## config.mk

```make
export PLATFORM = sky130hd
export DESIGN_NAME = sram_march_bist
export DESIGN_NICKNAME = d
export VERILOG_FILES = /design/src/rtl/sram_march_bist.sv
export SDC_FILE = /design/constraint.sdc
export NUM_CORES = 1
export LEC_CHECK = 0
export ABC_AREA = 1
export CELL_PAD_IN_SITES_DETAIL_PLACEMENT = 0
export CELL_PAD_IN_SITES_GLOBAL_PLACEMENT = 1
export CORE_ASPECT_RATIO = 0.7
export CORE_UTILIZATION = 34
export CTS_BUF_LIST = sky130_fd_sc_hd__clkbuf_4 sky130_fd_sc_hd__clkbuf_8
export DETAILED_ROUTE_END_ITERATION = 10
export GPL_TIMING_DRIVEN = 0
export PLACE_DENSITY_LB_ADDON = 0.1
export SLEW_MARGIN = 30
export SYNTH_ARGS = -nofsm -noshare
export SYNTH_HDL_FRONTEND = slang
export SYNTH_SLANG_ARGS = --single-unit
export TNS_END_PERCENT = 50
```

## constraint.sdc

```tcl
create_clock -name clock_i -period 2.74 [get_ports clock_i]
set_input_delay 0.274 -clock clock_i [delete_from_list [all_inputs] [get_ports clock_i]]
set_output_delay 0.274 -clock clock_i [all_outputs]
set_load 0.005 [all_outputs]
```

## src/rtl/sram_march_bist.sv

```systemverilog
// March C- self-test engine for one single-port masked SRAM macro. It owns the
// macro port while busy and otherwise passes the functional requester straight through.
`timescale 1ns/1ps
module sram_march_bist #(
    parameter int ADDR_W = 9,
    parameter int DEPTH  = 512,
    parameter int DATA_W = 8
) (
    input  logic              clock_i,
    input  logic              reset_i,
    input  logic              start_i,
    output logic              busy_o,
    output logic              done_o,
    output logic              fail_o,
    output logic [ADDR_W-1:0] fail_addr_o,
    output logic [DATA_W-1:0] fail_exp_o,
    output logic [DATA_W-1:0] fail_act_o,
    output logic [15:0]       err_count_o,
    input  logic [ADDR_W-1:0] func_addr_i,
    input  logic              func_en_i,
    input  logic              func_wmode_i,
    input  logic [DATA_W-1:0] func_wmask_i,
    input  logic [DATA_W-1:0] func_wdata_i,
    output logic [DATA_W-1:0] func_rdata_o,
    output logic [ADDR_W-1:0] mem_addr_o,
    output logic              mem_en_o,
    output logic              mem_wmode_o,
    output logic [DATA_W-1:0] mem_wmask_o,
    output logic [DATA_W-1:0] mem_wdata_o,
    input  logic [DATA_W-1:0] mem_rdata_i
);
    typedef enum logic [1:0] {S_IDLE, S_RUN, S_DRAIN, S_DONE} state_t;

    localparam logic [ADDR_W-1:0] ADDR_LAST = ADDR_W'(DEPTH - 1);
    localparam logic [DATA_W-1:0] ONES      = {DATA_W{1'b1}};

    state_t            state_q, state_d;
    logic [2:0]        elem_q, elem_d;
    logic [ADDR_W-1:0] addr_q, addr_d;
    logic              phase_q, phase_d;   // 0: read slot, 1: write slot of a two-op element
    logic              cmp_valid_q, cmp_valid_d;
    logic [ADDR_W-1:0] cmp_addr_q, cmp_addr_d;
    logic [DATA_W-1:0] cmp_exp_q, cmp_exp_d;
    logic              fail_q;
    logic [ADDR_W-1:0] fail_addr_q;
    logic [DATA_W-1:0] fail_exp_q, fail_act_q;
    logic [15:0]       err_count_q;
    logic              clear_results;
    logic              two_op, reading, step, is_down, last_addr;
    logic [DATA_W-1:0] rd_exp, wr_data;

    always_comb begin
        state_d       = state_q;
        elem_d        = elem_q;
        addr_d        = addr_q;
        phase_d       = phase_q;
        cmp_valid_d   = 1'b0;
        cmp_addr_d    = cmp_addr_q;
        cmp_exp_d     = cmp_exp_q;
        clear_results = 1'b0;
        mem_addr_o    = func_addr_i;
        mem_en_o      = func_en_i;
        mem_wmode_o   = func_wmode_i;
        mem_wmask_o   = func_wmask_i;
        mem_wdata_o   = func_wdata_i;

        two_op    = (elem_q >= 3'd1) && (elem_q <= 3'd4);
        reading   = (elem_q == 3'd5) || (two_op && !phase_q);
        step      = !two_op || phase_q;
        is_down   = (elem_q == 3'd3) || (elem_q == 3'd4);
        last_addr = is_down ? (addr_q == '0) : (addr_q == ADDR_LAST);
        rd_exp    = ((elem_q == 3'd2) || (elem_q == 3'd4)) ? ONES : '0;
        wr_data   = ((elem_q == 3'd1) || (elem_q == 3'd3)) ? ONES : '0;

        case (state_q)
            S_IDLE, S_DONE: begin
                if (start_i) begin
                    state_d       = S_RUN;
                    elem_d        = 3'd0;
                    addr_d        = '0;
                    phase_d       = 1'b0;
                    clear_results = 1'b1;
                end
            end
            S_RUN: begin
                mem_addr_o  = addr_q;
                mem_en_o    = 1'b1;
                mem_wmode_o = !reading;
                mem_wmask_o = ONES;
                mem_wdata_o = wr_data;
                if (reading) begin
                    cmp_valid_d = 1'b1;
                    cmp_addr_d  = addr_q;
                    cmp_exp_d   = rd_exp;
                end
                if (two_op) begin
                    phase_d = !phase_q;
                end
                if (step) begin
                    if (!last_addr) begin
                        addr_d = is_down ? addr_q - 1'b1 : addr_q + 1'b1;
                    end else if (elem_q == 3'd5) begin
                        state_d = S_DRAIN;
                    end else begin
                        elem_d = elem_q + 3'd1;
                        // E3 and E4 walk downwards, so they start from the top word
                        addr_d = ((elem_q == 3'd2) || (elem_q == 3'd3)) ? ADDR_LAST : '0;
                    end
                end
            end
            S_DRAIN: begin
                mem_addr_o  = addr_q;
                mem_en_o    = 1'b0;
                mem_wmode_o = 1'b0;
                mem_wmask_o = '0;
                mem_wdata_o = '0;
                state_d     = S_DONE;
            end
            default: state_d = S_IDLE;
        endcase
    end

    always_ff @(posedge clock_i) begin
        if (reset_i) begin
            state_q     <= S_IDLE;
            elem_q      <= 3'd0;
            addr_q      <= '0;
            phase_q     <= 1'b0;
            cmp_valid_q <= 1'b0;
            cmp_addr_q  <= '0;
            cmp_exp_q   <= '0;
            fail_q      <= 1'b0;
            fail_addr_q <= '0;
            fail_exp_q  <= '0;
            fail_act_q  <= '0;
            err_count_q <= '0;
        end else begin
            state_q     <= state_d;
            elem_q      <= elem_d;
            addr_q      <= addr_d;
            phase_q     <= phase_d;
            cmp_valid_q <= cmp_valid_d;
            cmp_addr_q  <= cmp_addr_d;
            cmp_exp_q   <= cmp_exp_d;
            if (clear_results) begin
                fail_q      <= 1'b0;
                fail_addr_q <= '0;
                fail_exp_q  <= '0;
                fail_act_q  <= '0;
                err_count_q <= '0;
            end else if (cmp_valid_q && (mem_rdata_i != cmp_exp_q)) begin
                if (err_count_q != 16'hFFFF) begin
                    err_count_q <= err_count_q + 16'd1;
                end
                if (!fail_q) begin
                    fail_q      <= 1'b1;
                    fail_addr_q <= cmp_addr_q;
                    fail_exp_q  <= cmp_exp_q;
                    fail_act_q  <= mem_rdata_i;
                end
            end
        end
    end

    assign busy_o       = (state_q == S_RUN) || (state_q == S_DRAIN);
    assign done_o       = (state_q == S_DONE);
    assign fail_o       = fail_q;
    assign fail_addr_o  = fail_addr_q;
    assign fail_exp_o   = fail_exp_q;
    assign fail_act_o   = fail_act_q;
    assign err_count_o  = err_count_q;
    assign func_rdata_o = mem_rdata_i;
endmodule

```

**Word-level counts from Yosys, hierarchy flattened**

Index checks and enable logic that the tools add are counted.

- Flip-flop bits (word level): 75
- Input bits: 38
- Output and inout bits: 79
- Logic and storage cells: 96

- Add/sub/neg operators: 4
- Magnitude comparators: 2
- Equal/unequal tests: 18
- Multiplexer cells: 31
- Bitwise gates (word level): 2
- Reductions and logical operators: 27

Operators with widths:

| operator | count |
|---|---|
| 2-to-1 mux 9 bit | 7 |
| case mux 8 bit (2 select lines) | 2 |
| case mux 9 bit (2 select lines) | 1 |
| adder 16 x 1 -> 16 bit, second input constant | 1 |
| 2-to-1 mux 8 bit | 2 |
| inequality test 16 bit, second input constant | 1 |
| 2-to-1 mux 3 bit | 4 |
| inequality test 2 bit, second input constant | 6 |
| adder 9 x 1 -> 9 bit, second input constant | 1 |
| == test 9 bit, second input constant | 1 |
| zero test 9 bit | 1 |
| subtractor 9 x 1 -> 9 bit, second input constant | 1 |
| 2-to-1 mux 2 bit | 4 |
| inequality test 8 bit | 1 |
| AND reduction 4 bit | 2 |
| OR reduction 2 bit | 4 |
| logical OR 1 bit | 7 |
| == test 3 x 2 -> 1 bit, second input constant | 2 |
| == test 3 bit, second input constant | 2 |
| 2-to-1 mux 1 bit | 6 |
| case mux 1 bit (2 select lines) | 3 |
| case mux 2 bit (3 select lines) | 1 |
| case mux 3 bit (2 select lines) | 1 |
| AND reduction 2 bit | 3 |
| 14 further kinds | 20 |

**Longest topological paths before layout**

Gate-level depths: netlist (run 1).

- Depth in word-level cells: 7
- Mapped depth: 15
- Depth with buffers taken out: 15

**Least setup slack after synthesis (run 1)**

OpenSTA, ideal clock, no wires.

- Kind: flip-flop to flip-flop
- Start: register elem_q[0]
- End: register addr_q[8]
- Library setup time: 0.132 ns
- Arrival time: 2.183 ns
- Required time: 2.608 ns
- Path slack: 0.425 ns
- Cell stages (with the launch flop): 15
- Path buffers: 0
- Period minus slack after synthesis: 2.315 ns
- Cells stage by stage: dfxtp_1 ha_1 inv_1 o21ai_0 ha_1 nand2_1 nand2_1 inv_1 nand2_1 nand2_1 nand2_1 nand2_1 nand3_1 nand3_1 a21oi_1

- Word-level cells in the longest chain between the ends: 7
- Elaborated cells on any way between the ends: 21
- Those cells by class: 2 x order compare; 6 x eq/ne; 7 x mux; 6 x reduce/logical

RTL lines:

| what | RTL line | RTL |
|---|---|---|
| start, declared | 38 | `logic [2:0] elem_q, elem_d;` |
| start signal, assigned | 139 | `elem_q <= elem_d;` |
| == test 3 x 2 -> 1 bit (on tied branches) | 107, 70 |  |
| logical OR 1 bit | 107 | `addr_d = ((elem_q == 3'd2) \|\| (elem_q == 3'd3)) ? ADDR_LAST : '0;` |
| 2-to-1 mux 9 bit | 107 |  |
| 2-to-1 mux 9 bit | 102 | `end else if (elem_q == 3'd5) begin` |
| 2-to-1 mux 9 bit | 100 | `if (!last_addr) begin` |
| 2-to-1 mux 9 bit | 99 | `if (step) begin` |
| case mux 9 bit (2 select lines) | 75 | `case (state_q)` |
| end signal, assigned | 140 | `addr_q <= addr_d;` |
| end, declared | 39 | `logic [ADDR_W-1:0] addr_q, addr_d;` |

Several ways; a longest one is shown, not always the timed one. The select of a mux whose other input is x is not followed.
A chain may end at the register's enable or synchronous reset.

**Worst setup path in the final report (run 1)**

- Start: register state_q[1]
- End: output mem_wmode_o

- Word-level cells in the longest chain between the ends: 2
- Elaborated cells on any way between the ends: 3
- Those cells by class: 2 x eq/ne; 1 x mux

RTL lines:

| what | RTL line | RTL |
|---|---|---|
| start, declared | 37 | `state_t state_q, state_d;` |
| start signal, assigned | 138 | `state_q <= state_d;` |
| == test 2 bit / == test 2 x 1 -> 1 bit (equally long branches) | 75 |  |
| case mux 1 bit (2 select lines) (*) | 75 |  |
| end, declared | 27 | `output logic mem_wmode_o,` |

Every way passes the cells marked *; elsewhere a longest branch is shown, timed or not.

==> results of run 1 <==
==> metal layers <==
layer,routed length (um),up-vias,track usage
li1,-,2114,-
met5,0,-,0
met4,98,0,0.0460
met3,638,10,0.0461
met2,4170,103,0.267
met1,5710,1795,0.279
==> repair_timing <==
item,in CTS,in global routing
gates resized for setup,1,7
setup endpoints to repair,8,32
pin swaps,0,0
==> metrics by stage <==
stage | hold WS [ps] | setup WS, ps | total power [uW]
finish | 451 | 196 | 4620
global route | 469 | 31.2 | 5040
CTS | 452 | 6.95 | 4680
detailed placement | 442 | 143 | 3720
global placement | 439 | -222 | 3700
floorplan | 343 | 425 | 2610
==> tightest hold or removal path: cells and delay by family (launching register included) <==
family	cells	cell delay, ps
flops	1	310
buf+inv	1	50
compound gates	1	50
==> sequential cells by signal, indices dropped and copies added, names as in the netlist <==
name,flops
elem_q,3
cmp_addr_q,9
fail_o,1
err_count_o,16
state_q,2
fail_exp_o,1
cmp_exp_q,1
fail_addr_o,9
fail_act_o,8
addr_q,9
cmp_valid_q,1
phase_q,1
==> path summary, 6_finish.rpt <==
kind | start | endpoint | cells after the start | slack, ps
setup / recovery | state_q[1] | mem_wmode_o | 7 | 200
setup reg to reg | elem_q[0] | addr_q[8] | 12 | 380
hold / removal | cmp_addr_q[3] | cmp_addr_q[3] | 2 | 450
hold reg to reg | cmp_addr_q[3] | cmp_addr_q[3] | 2 | 450
==> synth_stat cells, types with 2 or more instances <==
cell	n	area (um^2)
sky130_fd_sc_hd__xor2_1	9	78.8
sky130_fd_sc_hd__o21ai_0	23	115
sky130_fd_sc_hd__inv_2	6	22.5
sky130_fd_sc_hd__nand3_1	37	185
sky130_fd_sc_hd__nand2_1	176	661
sky130_fd_sc_hd__nor3_1	5	25.0
sky130_fd_sc_hd__a21oi_2	4	35.0
sky130_fd_sc_hd__nand2_2	8	50.1
sky130_fd_sc_hd__nand2_4	6	67.6
sky130_fd_sc_hd__dfxtp_1	61	1220
sky130_fd_sc_hd__nand4_1	7	43.8
sky130_fd_sc_hd__nor2_1	50	188
sky130_fd_sc_hd__xnor2_1	7	61.3
sky130_fd_sc_hd__clkbuf_1	7	26.3
sky130_fd_sc_hd__buf_4	18	135
sky130_fd_sc_hd__o21ai_2	2	17.5
sky130_fd_sc_hd__a21oi_1	57	285
sky130_fd_sc_hd__nand3_2	3	30.0
sky130_fd_sc_hd__inv_1	66	248
sky130_fd_sc_hd__ha_1	17	213
sky130_fd_sc_hd__nor3_2	3	30.0
==> cells by family (layout without fill, tap and decap cells) <==
kind of cell | Yosys count | in the layout | share of synthesized area
xor gates and xnor gates | 16 | 16 | 0.0356
adders and majority gates | 18 | 18 | 0.0592
AOI/OAI and AO/OA | 90 | 90 | 0.125
DFF | 61 | 61 | 0.311
and+or+nand+nor | 302 | 302 | 0.348
buffers and inverters | 102 | 233 | 0.122
==> power groups by stage <==
stage	clock network, uW	registers [uW]	logic [uW]
after detailed placement	0	1120	2600
final	918	1100	2610
after global placement	0	1120	2580
after CTS	955	1100	2620
after floorplan	0	1090	1510
after global routing	988	1120	2940
==> layout make-up <==
cell class                      instances  area [um^2]  share of cell area
Multi-Input combinational cell        426         2240               0.405
Sequential cell                        61         1220               0.221
Timing Repair Buffer                  116         1160               0.210
Inverter                               73          277              0.0501
Buffer                                 28          205              0.0372
Tap cell                              153          191              0.0347
Clock buffer                           12          159              0.0288
Clock inverter                          4         70.1              0.0127
==> out/metrics.sh, run 1 <==
CLK_PIN_SLEW_WORST_PATHS_PS=70
ANTENNA_FOUND_INITIAL=0
SWITCHING_POWER_SUMMED_OVER_ALL_NETS_uW=1880
FINALCOREUTILIZATION=0.496
FIN_TNS_SETUP_PS=0
CRIT_TYPE='flop to primary output'
NUM_ANTENNA_CELLS=0
CORE_AREA_UM2=11100
GRT_FIRST_PASS_WIRELENGTH_UM=17600
MAXCAPVIOLATIONS=0
DIE_AREA_UM2=12000
WORST_SLEW_PIN_SLEW_PS=551
VIA_PER_INST=4.61
POWER_DENSITY_nW_PER_UM2=837
LAYOUT_COMMON_CELLS='sky130_fd_sc_hd__nand2_1 (176), sky130_fd_sc_hd__clkdlybuf4s50_1 (116), sky130_fd_sc_hd__inv_1 (66)'
PROPORTION_OF_LAYOUT_CELLS_WITH_A_DRIVE_SUFFIX_ABOVE_1=0.111
SLEW_VIOL_FINAL=0
WORST_CASE_HEADROOM_TO_THE_MAX_SLEW_LIMIT=0.632
FILL_CELLS=1149
MAXIMUM_OPERATING_FREQUENCY_MHz=393
FP-ROW-COUNT=32
DPL-INSTANCE-AREA_UM2=5280
TIMING.CRITICAL_PATH.SLOWEST_STAGE_CELL='sky130_fd_sc_hd__clkdlybuf4s50_1'
DIE_HEIGHT_UM=92.0
FINALCRITPERIODSHARE=0.928
CTS-ROOT-TO-SINK-BUFFERS=2
FLOORPLAN.DIE.WIDTH_UM=131
TOTAL_OF_ENDPOINTS_WITH_NEGATIVE_SETUP_SLACK_IN_THE_FINAL_REPORT=0
VIAS=4022
CLOCK_SKEW_PS=4.98
INTPOWER_uW=2750
CTS_POST_SETUP_BUFFERS_INSERTED=0
HOLD_PATH_CLASS='flop to flop'
CRIT_PATH_FREQUENT_CELL='sky130_fd_sc_hd__clkbuf_4'
GRT_UTIL_ALL_LAYERS=0.188
DRC=0
SYNTH_EDF_COUNT=0
SEQUENTIALPOWERSHARE=0.238
CRITICAL-PATH-MAX-STAGE-DELAY_PS=540
SYNTH_TOP_FLOP_CELL='sky130_fd_sc_hd__dfxtp_1'
WORST-PATH-BUF-INV=4
DR.PASS1.ITERS=6
SW_FRAC_OF_TOTAL=0.406
CTS_MADE_BUFFERS=9
PORTBUFFERS=116
CELLLEAKAGEPOWER_uW=0.00230
FINAL_CELLS=873
FINAL_CELL_AREA_UM2=5520
RSZ0062_AT_GRT='no'
YOSYS_WARNINGS=0
NUMBER_OF_GLOBAL_ROUTE_VIAS_BEFORE_REPAIR=3670
CP-START-KIND='flop'
SYN-INSTANCE-COUNT=589
STATUS='finished clean'
CRITICAL_PATH_END_TYPE='primary output'
FINAL_PERIOD_DEMAND_OF_THE_WORST_PATH_PS=2540
POSTSYNTH.ASYNCRESETSHARE=0
SYNTH.CELL_AREA_UM2=3930
CRIT_REQUIRED_PS=2470
AREA_GROWTH_SYN_TO_LAYOUT_PCT=40.5
GP_ROUTABILITY_CONGESTION=0.838
POWER.COMBINATIONAL.FRACTION=0.563
DRTITER0DRC=255
SYNTHESIS.AREA_PER_INSTANCE_UM2=6.67
CRIT_FANOUT=10
AVGROUTEDWIREPERCELL_UM=12.2
NNETSFINAL=771
SYNTH.FF_LATCH_COUNT=61
FINAL_HOLD_VIOL_COUNT=0
FINALWIRELENGTH_UM=10600
GRT_OVERFLOW_TOTAL=0
NUMBER_OF_H_TREE_LEVELS=3
CTS_NUM_SINKS=61
CP_CELL_SEQUENCE='inv_1 > ha_1 > clkbuf_4 > clkbuf_4 > nand2_1 > o31ai_1 > clkdlybuf4s50_1'
DETAILED_PLACE_HPWL_UM=8440
SYNTH.DISTINCT_CELLS=38
I_O_PINS=117
SYNTH_FP_NETS=645
CRITICAL-PATH-TOP-DELAY-FAMILY='buffers and inverters'
GRT_MAX_DEGREE=11
IRDROPWORSTVDD_mV=0.537
POST_CTS_HOLD_BUFFER_COUNT=0
WORST-ENDPOINT-ARRIVAL_PS=2270
YOSYSSEQAREASHARE=0.311
PLACE.DETAILED.INSTANCES=858
TRITONCTS='yes'
CLK-INSERTION-DELAY-LATE_PS=340
DETAIL-ROUTE-ANTENNA-NETS=0
CLOCK_TREE.ROOT_CELL='sky130_fd_sc_hd__clkbuf_8'
INITIAL_CORE_UTIL=0.353
LAYOUT_COMMONEST_CELL='sky130_fd_sc_hd__nand2_1'
PWR-SHARE-CLK=0.198
Note: power is estimated with default switching activity, not from simulation.
==> run 2: changes to the inputs <==
==> constraint.sdc (replaced) <==
create_clock -name clock_i -period 2.74 [get_ports clock_i]
set_input_delay 0.274 -clock clock_i [delete_from_list [all_inputs] [get_ports clock_i]]
set_output_delay 0.274 -clock clock_i [all_outputs]
set_load 0.1 [all_outputs]
==> run 2 against run 1 <==
Routed wire length up 4.0%. Count of clock-buffer cells in the layout up 1. Critical endpoint is now mem_addr_o[7]. Critical path type unchanged. First-iteration DRC count down 5.5%. Non-clock buffer count up 1. Die area unchanged. Critical path depth unchanged. Clock power up 15%. Register-to-register slack worse by 50 ps. Fmax up 0.63%. Cell area down 0.97%. Highest routed layer unchanged. Combinational power up 86%. Largest power group unchanged. Largest cell class unchanged. Total power up 52%.
==> out/metrics.sh, run 2 (synthesized netlist as in run 1, its figures left out) <==
DETAILED_PLACE_HPWL_UM=8700
AREA_GROWTH_SYN_TO_LAYOUT_PCT=39.1
VIAS=4041
CRIT_TYPE='flop to primary output'
IRDROPWORSTVDD_mV=1.60
DRC=0
DIE_AREA_UM2=12000
TRITONCTS='yes'
DRTITER0DRC=241
INITIAL_CORE_UTIL=0.353
CTS_POST_SETUP_BUFFERS_INSERTED=0
MAXCAPVIOLATIONS=0
CTS_NUM_SINKS=61
RSZ0062_AT_GRT='yes'
NUMBER_OF_H_TREE_LEVELS=3
POWER_DENSITY_nW_PER_UM2=1280
PORTBUFFERS=116
GRT_UTIL_ALL_LAYERS=0.194
CTS-ROOT-TO-SINK-BUFFERS=2
STATUS='finished clean'
POWER.TOTAL_uW=7010
CRITPATHLAUNCH='state_q[1]'
TOTAL_OF_ENDPOINTS_WITH_NEGATIVE_SETUP_SLACK_IN_THE_FINAL_REPORT=0
MULTI_INPUT_COMB_AREA_UM2=2270
GRT_MAX_DEGREE=11
AVGROUTEDWIREPERCELL_UM=12.6
TIMING.CRITICAL_PATH.SLOWEST_STAGE_CELL='sky130_fd_sc_hd__buf_2'
GRT_OVERFLOW_TOTAL=0
WORST_CASE_HEADROOM_TO_THE_MAX_SLEW_LIMIT=0.324
GRT_FIRST_PASS_WIRELENGTH_UM=18300
NNETSFINAL=772
CRIT_FANOUT=10
REGTOREGSTARTPOINT='elem_q[0]'
CP-START-KIND='flop'
CRITICAL_PATH_END_TYPE='primary output'
LAYOUT_COMMONEST_CELL='sky130_fd_sc_hd__nand2_1'
MAX_FFS_PER_REGISTER=16
PROPORTION_OF_LAYOUT_CELLS_WITH_A_DRIVE_SUFFIX_ABOVE_1=0.162
FF_LATCH_AREA_UM2=1220
WORST_SLEW_PIN_SLEW_PS=1010
WORST-ENDPOINT-ARRIVAL_PS=2250
CLOCK_TREE.ROOT_CELL='sky130_fd_sc_hd__clkbuf_8'
CELLLEAKAGEPOWER_uW=0.00234
ANTENNA_FOUND_INITIAL=0
FILL_CELLS=1172
FINALWIRELENGTH_UM=11000
SLEW_VIOL_FINAL=0
FINAL_PERIOD_DEMAND_OF_THE_WORST_PATH_PS=2530
VIA_PER_INST=4.62
DIE_HEIGHT_UM=92.0
LAYOUT_COMMON_CELLS='sky130_fd_sc_hd__nand2_1 (176), sky130_fd_sc_hd__clkdlybuf4s50_1 (88), sky130_fd_sc_hd__inv_1 (66)'
DETAIL-ROUTE-ANTENNA-NETS=0
CLOCK_SKEW_PS=11.1
CRITICAL-PATH-MAX-STAGE-DELAY_PS=450
GP_ROUTABILITY_CONGESTION=0.852
FINALCRITPERIODSHARE=0.923
CP_CELL_SEQUENCE='inv_1 > ha_1 > buf_2 > clkbuf_2 > nand2_1 > o21ai_0 > buf_2'
MAXIMUM_OPERATING_FREQUENCY_MHz=396
CRIT_PATH_FREQUENT_CELL='sky130_fd_sc_hd__buf_2'
FP-ROW-COUNT=32
CORE_AREA_UM2=11100
I_O_PINS=117
FF2FF_PATH_DEPTH=12
DR.PASS1.ITERS=4
FINAL_HOLD_VIOL_COUNT=0
WORST_HOLD_STARTPOINT='cmp_addr_q[2]'
HOLD_PATH_DEPTH=2
FINALCOREUTILIZATION=0.491
NUMBER_OF_GLOBAL_ROUTE_VIAS_BEFORE_REPAIR=3720
HOLD_PATH_CLASS='flop to flop'
CRIT_REQUIRED_PS=2470
FLOORPLAN.DIE.WIDTH_UM=131
CLK_PIN_SLEW_WORST_PATHS_PS=70
NUM_ANTENNA_CELLS=0
CLK-INSERTION-DELAY-LATE_PS=350
CTS_MADE_BUFFERS=9
run 2: metrics by stage:
| stage | instance area (um^2) | cells | setup WS, ps | TNS (ps) | hold WS (ps) |
|---|---|---|---|---|---|
| finish | 5470 | 874 | 212 | 0 | 450 |
| global route | 5470 | 874 | -5.23 | -9.97 | 479 |
| CTS | 5490 | 874 | -99.7 | -670 | 457 |
| detailed placement | 5310 | 858 | -357 | -5700 | 447 |
| global placement | 5310 | 858 | -351 | -6600 | 440 |
| floorplan | 3960 | 589 | -709 | -3950 | 343 |
run 2: final timing paths:
| path | slack (ps) | end |
|---|---|---|
| worst min-delay path | 450 | cmp_addr_q[2] |
| worst max-delay path | 210 | mem_addr_o[7] |
| worst min register to register | 450 | cmp_addr_q[2] |
| worst max register to register | 330 | addr_q[8] |
run 2: per-layer routing:
metal	vias up	track usage	share of wire
li1	2110	-	-
met1	1843	0.288	0.52
met2	80	0.278	0.42
met3	8	0.0467	0.050
met4	0	0.0431	0.0074
met5	-	0	0
run 2: cell type report:
cell class / count / area share
sequential: 61 / 0.223
buffer: 29 / 0.0375
multi-input combinational: 426 / 0.414
timing repair buffer: 116 / 0.191
tap: 153 / 0.0350
clock inverter: 3 / 0.0165
inverter: 73 / 0.0506
clock buffer: 13 / 0.0316
run 2: power breakdown:
part,internal (uW),switching (uW),leakage [uW]
clock,690,369,0.000133
sequential,1000,97.0,0.000493
combinational,937,3910,0.00171
run 2: repair_timing:
| item | CTS | global route |
|---|---|---|
| resized for setup | 110 | 29 |
| pin swaps | 0 | 0 |
| endpoints found under the setup margin | 28 | 33 |
| hold buffers | 0 | 0 |
run 2: worst max-delay path, delay by kind of cell (launching register included):
kind	cells	cell delay, ps
AO/OA/AOI/OAI	1	80
adder cells (fa/ha/maj)	1	330
buffers and inverters	4	1080
flip-flops	1	330
AND/OR/NAND/NOR	1	60
==> variant 1, RTL diff (flow settings as in run 2) <==
`addr_q` no longer has a reset.
--- a/src/rtl/sram_march_bist.sv
+++ b/src/rtl/sram_march_bist.sv
@@ -124,7 +124,6 @@
         if (reset_i) begin
             state_q     <= S_IDLE;
             elem_q      <= 3'd0;
-            addr_q      <= '0;
             phase_q     <= 1'b0;
             cmp_valid_q <= 1'b0;
             cmp_addr_q  <= '0;
@@ -137,7 +136,6 @@
         end else begin
             state_q     <= state_d;
             elem_q      <= elem_d;
-            addr_q      <= addr_d;
             phase_q     <= phase_d;
             cmp_valid_q <= cmp_valid_d;
             cmp_addr_q  <= cmp_addr_d;
@@ -162,6 +160,10 @@
         end
     end
 
+    always_ff @(posedge clock_i) begin
+        addr_q <= addr_d;
+    end
+
     assign busy_o       = (state_q == S_RUN) || (state_q == S_DRAIN);
     assign done_o       = (state_q == S_DONE);
     assign fail_o       = fail_q;
Check against the original RTL: same outputs for any inputs over 10 cycles, from zero or initial values and one cycle with reset_i high; that may be too few to reach the edited logic, so the function may still have changed.
==> variant 1 against run 2 <==
  * Global-route usage is 0.61 points lower
  * Critical path depth is 1 lower
  * Synthesized area shrank 5.8%
  * Sequential cell count did not move
  * Clock skew fell by 0.0018 ns
  * Routed wire length fell by 7.9%
  * Sequential share of layout area increased by 2.8 points
  * Maximum frequency fell by 4.1%
  * Final area decreased by 4.5%
  * Worst setup slack got worse by 0.11 ns
  * Critical endpoint is now mem_wmask_o[3]
Power is left out: the tool's default activity adds up to more than one toggle a clock period on the data nets, which glitch-free logic cannot reach.
==> variant 1: results (changes against run 2) <==
stage,metric,value,unit,change
logic_synthesis,syn_nets,588,,-8.8%
critical_path,CP max FO,10,,unchanged
sta,worst slew pin tran,1.00,ns,-0.0102 ns
route,routed wire length,10.2,mm,-7.9%
critical_path,cell depth of the worst flop-to-flop path,10,,-2
clock_network,clk slew on worst S/H paths,0.07,ns,about the same
finish,layout cells sized above 1,12.9,%,-3.3 points
placed_design,Port Buf Inserts,116,,unchanged
clock_network,clock buffer depth,2,,unchanged
global_routing,first-pass GRT wire length,16.6,mm,-9.3%
finish,max reg flops,16,,unchanged
finish,NumNets Final,716,,-7.3%
hold_path,worst hold path type,reg -> reg,,
clock_network,H-Tree Depth,3,,unchanged
placed_design,Placer Congestion,0.855,,+0.33%
critical_path,Crit-path slowest cell,dlygate4sd2_1,,
clock_network,CTS Buf Count,9,,unchanged
clock_network,Worst-Skew Late Latency,0.35,ns,about the same
route,number of DRC markers in iteration 0,155,,-36%
placed_design,post-placement worst setup slack,-0.182,ns,+0.175 ns
critical_path,reg2reg setup slack,0.26,ns,-0.07 ns
logic_synthesis,"FFs w/ async S/R, synth",0,%,unchanged
sta,WHS,0.461,ns,+0.0105 ns
route,DR pass1 iterations,5,,+1
global_routing,GRT Resource Usage Total,18.8,%,-0.61 points
critical_path,worst path arrival time,2.36,ns,+0.11 ns
hold_path,min-delay src,fail_act_o[7]$_SDFFE_PP0P_,,
hold_path,hold path cells,2,,unchanged
critical_path,FF-to-FF End,addr_q[6]$_SDFFCE_PN0P_,,
placed_design,DP HPWL,7.89,mm,-9.3%
clock_network,Post-CTS Setup Inserts,0,,unchanged
logic_synthesis,yosys warns,0,,unchanged
logic_synthesis,main area contributors after synthesis,"dfxtp_1 28%, nand2_1 17%, edfxtp_1 7.3%",,
critical_path,RR Startpoint,elem_q[0]$_SDFFE_PP0P_,,
logic_synthesis,Post-synth EDFFs,9,,+9
hold_path,Worst Hold Path EP,fail_act_o[7]$_SDFFE_PP0P_,,
sta,clk_skew,0.00931,ns,-0.00179 ns
logic_synthesis,top post-synthesis cells by count,"165 x nand2_1, 59 x nor2_1, 52 x dfxtp_1",,
critical_path,biggest cell delay along the critical path,0.86,ns,+0.41 ns
clock_network,Root Driver,clkbuf_8,,
global_routing,initial antenna violation count,0,,unchanged
status,status,"complete, no violations",,
logic_synthesis,"Seq/Total Area, Yosys",35.4,%,+4.3 points
finish,Layout fillers,1072,,-8.5%
finish,ANT cells,0,,unchanged
global_routing,largest net degree at the start of global routing,12,,+1
logic_synthesis,Yosys cell types,35,,-7.9%
global_routing,vias in the first global route,3332,,-10%
route,Vias/cell,4.71,,+1.8%
[variant 1: changes by cell type after synthesis, sizes merged, moves of 2 or more]
| cell | change |
|---|---|
| a211oi | +3 |
| nand2 | -24 |
| a21oi | -13 |
| nor2 | +10 |
| edfxtp | +9 |
| dfxtp | -9 |
| buf | +2 |
| o21ai | -8 |
| inv | -28 |
[variant 1: logic make-up (layout without fill, tap and decap cells)]
group | count (synthesis) | in the layout | synth area share [%]
flops | 61 | 61 | 35.4
xor+xnor | 16 | 16 | 3.78
simple gates | 288 | 288 | 33.8
compound gates | 74 | 74 | 10.7
fa+ha+maj | 17 | 17 | 5.94
buf+inv | 77 | 210 | 10.4
[variant 1: critical path: cells and delay by family (launching register included)]
kind / cells / cell delay, ns
AND/OR/NAND/NOR: 2 / 0.26
buffers and inverters: 3 / 1.15
adder cells (fa/ha/maj): 1 / 0.27
flip-flops: 1 / 0.33
[variant 1: worst max-delay path by stage]
stage	startpoint	slack (ns)	end
6_report	state_q[1]$_SDFFE_PP0P_	0.11	mem_wmask_o[3]
3_3_place_gp	state_q[1]$_SDFFE_PP0P_	-0.18	mem_wdata_o[3]
5_1_grt	state_q[1]$_SDFFE_PP0P_	-0.02	mem_wmask_o[3]
2_1_floorplan	state_q[1]$_SDFFE_PP0P_	-0.64	mem_addr_o[0]
4_1_cts	state_q[1]$_SDFFE_PP0P_	0.001	mem_wdata_o[3]
3_5_place_dp	state_q[1]$_SDFFE_PP0P_	-0.18	mem_wdata_o[3]
[variant 1: area by class of cell]
class	instances	area [um^2]	area share [%]
Clock buffer	13	173	3.31
Timing Repair Buffer	117	1090	20.9
Tap cell	132	165	3.16
Clock inverter	3	67.6	1.29
Sequential cell	61	1310	25.1
Buffer	32	218	4.17
Multi-Input combinational cell	395	2030	38.8
Inverter	45	169	3.24
[variant 1: timing repair]
| action | 4_1_cts | 5_1_grt |
|---|---|---|
| setup endpoints to repair | 28 | 24 |
| gates resized for setup | 77 | 34 |
| hold buffers | 0 | 0 |
[variant 1: layer usage]
layer	vias up	wire, um	track usage, %
met4	0	81	4.22
met3	7	554	5.27
met2	106	4110	28.0
met5	-	0	0
met1	1682	5430	26.9
li1	1960	-	-
[variant 1: metrics by stage]
stage	cells	util (%)	instance area [um^2]	TNS [ns]
finish	798	49.9	5220	0
global route	798	49.9	5220	-0.0267
CTS	797	50.6	5300	0
detailed placement	781	48.1	5040	-2.23
global placement	781	48.1	5040	-2.14
floorplan	533	-	3720	-2.37
==> variant 2, RTL diff (config.mk and constraints of run 2) <==
Made on the original files. Change the parameter `ADDR_W` from 9 to 8.
--- a/src/rtl/sram_march_bist.sv
+++ b/src/rtl/sram_march_bist.sv
@@ -2,7 +2,7 @@
 // macro port while busy and otherwise passes the functional requester straight through.
 `timescale 1ns/1ps
 module sram_march_bist #(
-    parameter int ADDR_W = 9,
+    parameter int ADDR_W = 8,
     parameter int DEPTH  = 512,
     parameter int DATA_W = 8
 ) (
Interface: changed (resized fail_addr_o, func_addr_i and mem_addr_o); port bits go from 117 to 114. No check against the original RTL was run, so the function may have changed too.
==> variant 2 against run 2 <==
  * The flow now finishes with violations (DRC)
  * Sequential cell count down 3
  * Clock skew rose by 0.0013 ns
  * Critical path type unchanged
  * Highest routed layer unchanged
  * Routed wire length shrank 6.9%
  * Power shrank 29%
  * Hold slack worse by 0.14 ns
  * Synthesized area fell by 7.7%
  * Worst setup slack got worse by 0.060 ns
  * Largest cell class unchanged
  * Final area down 7.3%
  * Count of clock-buffer cells in the layout is the same
  * Non-clock buffer count fell by 2
==> variant 2: results (changes against run 2) <==
stage,metric,value,unit,change
logic_synthesis,syn_area_per_cell,6.63,um^2,-0.62%
logic_synthesis,syn_nets,600,,-7.0%
placed_design,post-placement worst setup slack,-0.162,ns,+0.195 ns
route,DR pass1 iterations,9,,+5
placed_design,"Cell Area, Placed",4910,um^2,-7.4%
route,WL per Instance,12.7,um,+0.80%
placed_design,Placer Congestion,0.814,,-4.5%
route,# DRC,8,,+8
sta,clk_skew,0.0124,ns,+0.00128 ns
placed_design,placed cells,791,,-7.8%
logic_synthesis,Yosys cell types,36,,-5.3%
status,status,"complete, but fails checks",,
clock_network,Worst-Skew Late Latency,0.34,ns,
finish,layout cells sized above 1,15.3,%,-0.97 points
logic_synthesis,main area contributors after synthesis,"dfxtp_1 32%, nand2_1 16%, nor2_1 7.9%",,
route,routed vias,3745,,-7.3%
sta,worst slew pin tran,1.00,ns,-0.00902 ns
route,met3 WL,586,um,+5.2%
sta,min Tclk post-route,2.59,ns,+0.0603 ns
clock_network,post-cts sizing count,83,,-25%
power_and_ir_drop,Leak Pwr,2.28,nW,-2.4%
critical_path,Crit-path slowest cell,clkdlybuf4s18_2,,
placed_design,DP HPWL,7.95,mm,-8.6%
power_and_ir_drop,total power per unit cell area,988,nW/um^2,-23%
critical_path,biggest cell delay along the critical path,0.55,ns,+0.10 ns
logic_synthesis,"Seq/Total Area, Yosys",32.0,%,+0.94 points
route,number of DRC markers in iteration 0,208,,-14%
finish,ANT cells,0,,unchanged
status,failing checks,DRC,,
critical_path,worst path arrival time,2.31,ns,+0.06 ns
finish,Layout fillers,1045,,-11%
logic_synthesis,top post-synthesis cells by count,"152 x nand2_1, 76 x nor2_1, 58 x dfxtp_1",,
route,routed wl met2,3.96,mm,-15%
route,routed wire length,10.3,mm,-6.9%
global_routing,vias in the first global route,3311,,-11%
global_routing,GRT Resource Usage Total,19.1,%,-0.35 points
hold_path,worst hold path type,in -> reg,,
placed_design,Port Buf Inserts,112,,-3.4%
global_routing,first-pass GRT wire length,16.5,mm,-9.8%
## variant 2: cell count changes in the layout (fill, tap and decap cells not counted), sizes merged, moves of 3 or more
cell	delta
clkdlybuf4s15	+15
o21ai	+17
buf	-5
clkinv	+3
a21oi	-29
clkbuf	-11
inv	-20
nand3	-7
bufinv	-3
clkdlybuf4s50	-3
nor2	+28
nand2	-26
dfxtp	-3
## variant 2: final timing paths
check	from	to	cells after the start
hold / removal	reset_i	addr_q[7]$_SDFFE_PP0P_	2
setup reg to reg	elem_q[0]$_SDFFE_PP0P_	addr_q[5]$_SDFFE_PP0P_	12
setup / recovery	state_q[1]$_SDFFE_PP0P_	mem_wdata_o[0]	7
hold reg to reg	cmp_addr_q[4]$_SDFFE_PP0P_	fail_addr_o[4]$_SDFFE_PP0P_	2
## variant 2: layer usage
layer	GRT usage (%)	vias up
met5	0	-
met4	3.88	0
met3	5.14	4
met2	26.3	107
met1	29.0	1663
li1	-	1971
## variant 2: power by group
| part | internal (W) | total [W] | switching (W) |
|---|---|---|---|
| Clock | 0.000379 | 0.000719 | 0.000340 |
| Sequential | 0.000954 | 0.00105 | 0.0000925 |
| Combinational | 0.000692 | 0.00325 | 0.00255 |
## variant 2: cell type report
type,instances,share of cell area (%)
well taps,132,3.26
flip-flops and latches,58,22.9
clock buffers,13,3.16
plain buffers,31,4.09
repair buffers,112,21.7
multi-input cells,405,40.7
clock inverters,3,0.296
inverters,53,3.92
## variant 2: cell families (layout without fill, tap and decap cells)
logic type      after synthesis  after routing  share of synthesized area (%)
fa+ha+maj                    16             16                           5.72
simple gates                296            296                           35.3
xor+xnor                     15             15                           3.62
flops                        58             58                           32.0
buf+inv                      84            212                           11.1
compound gates               78             78                           12.2
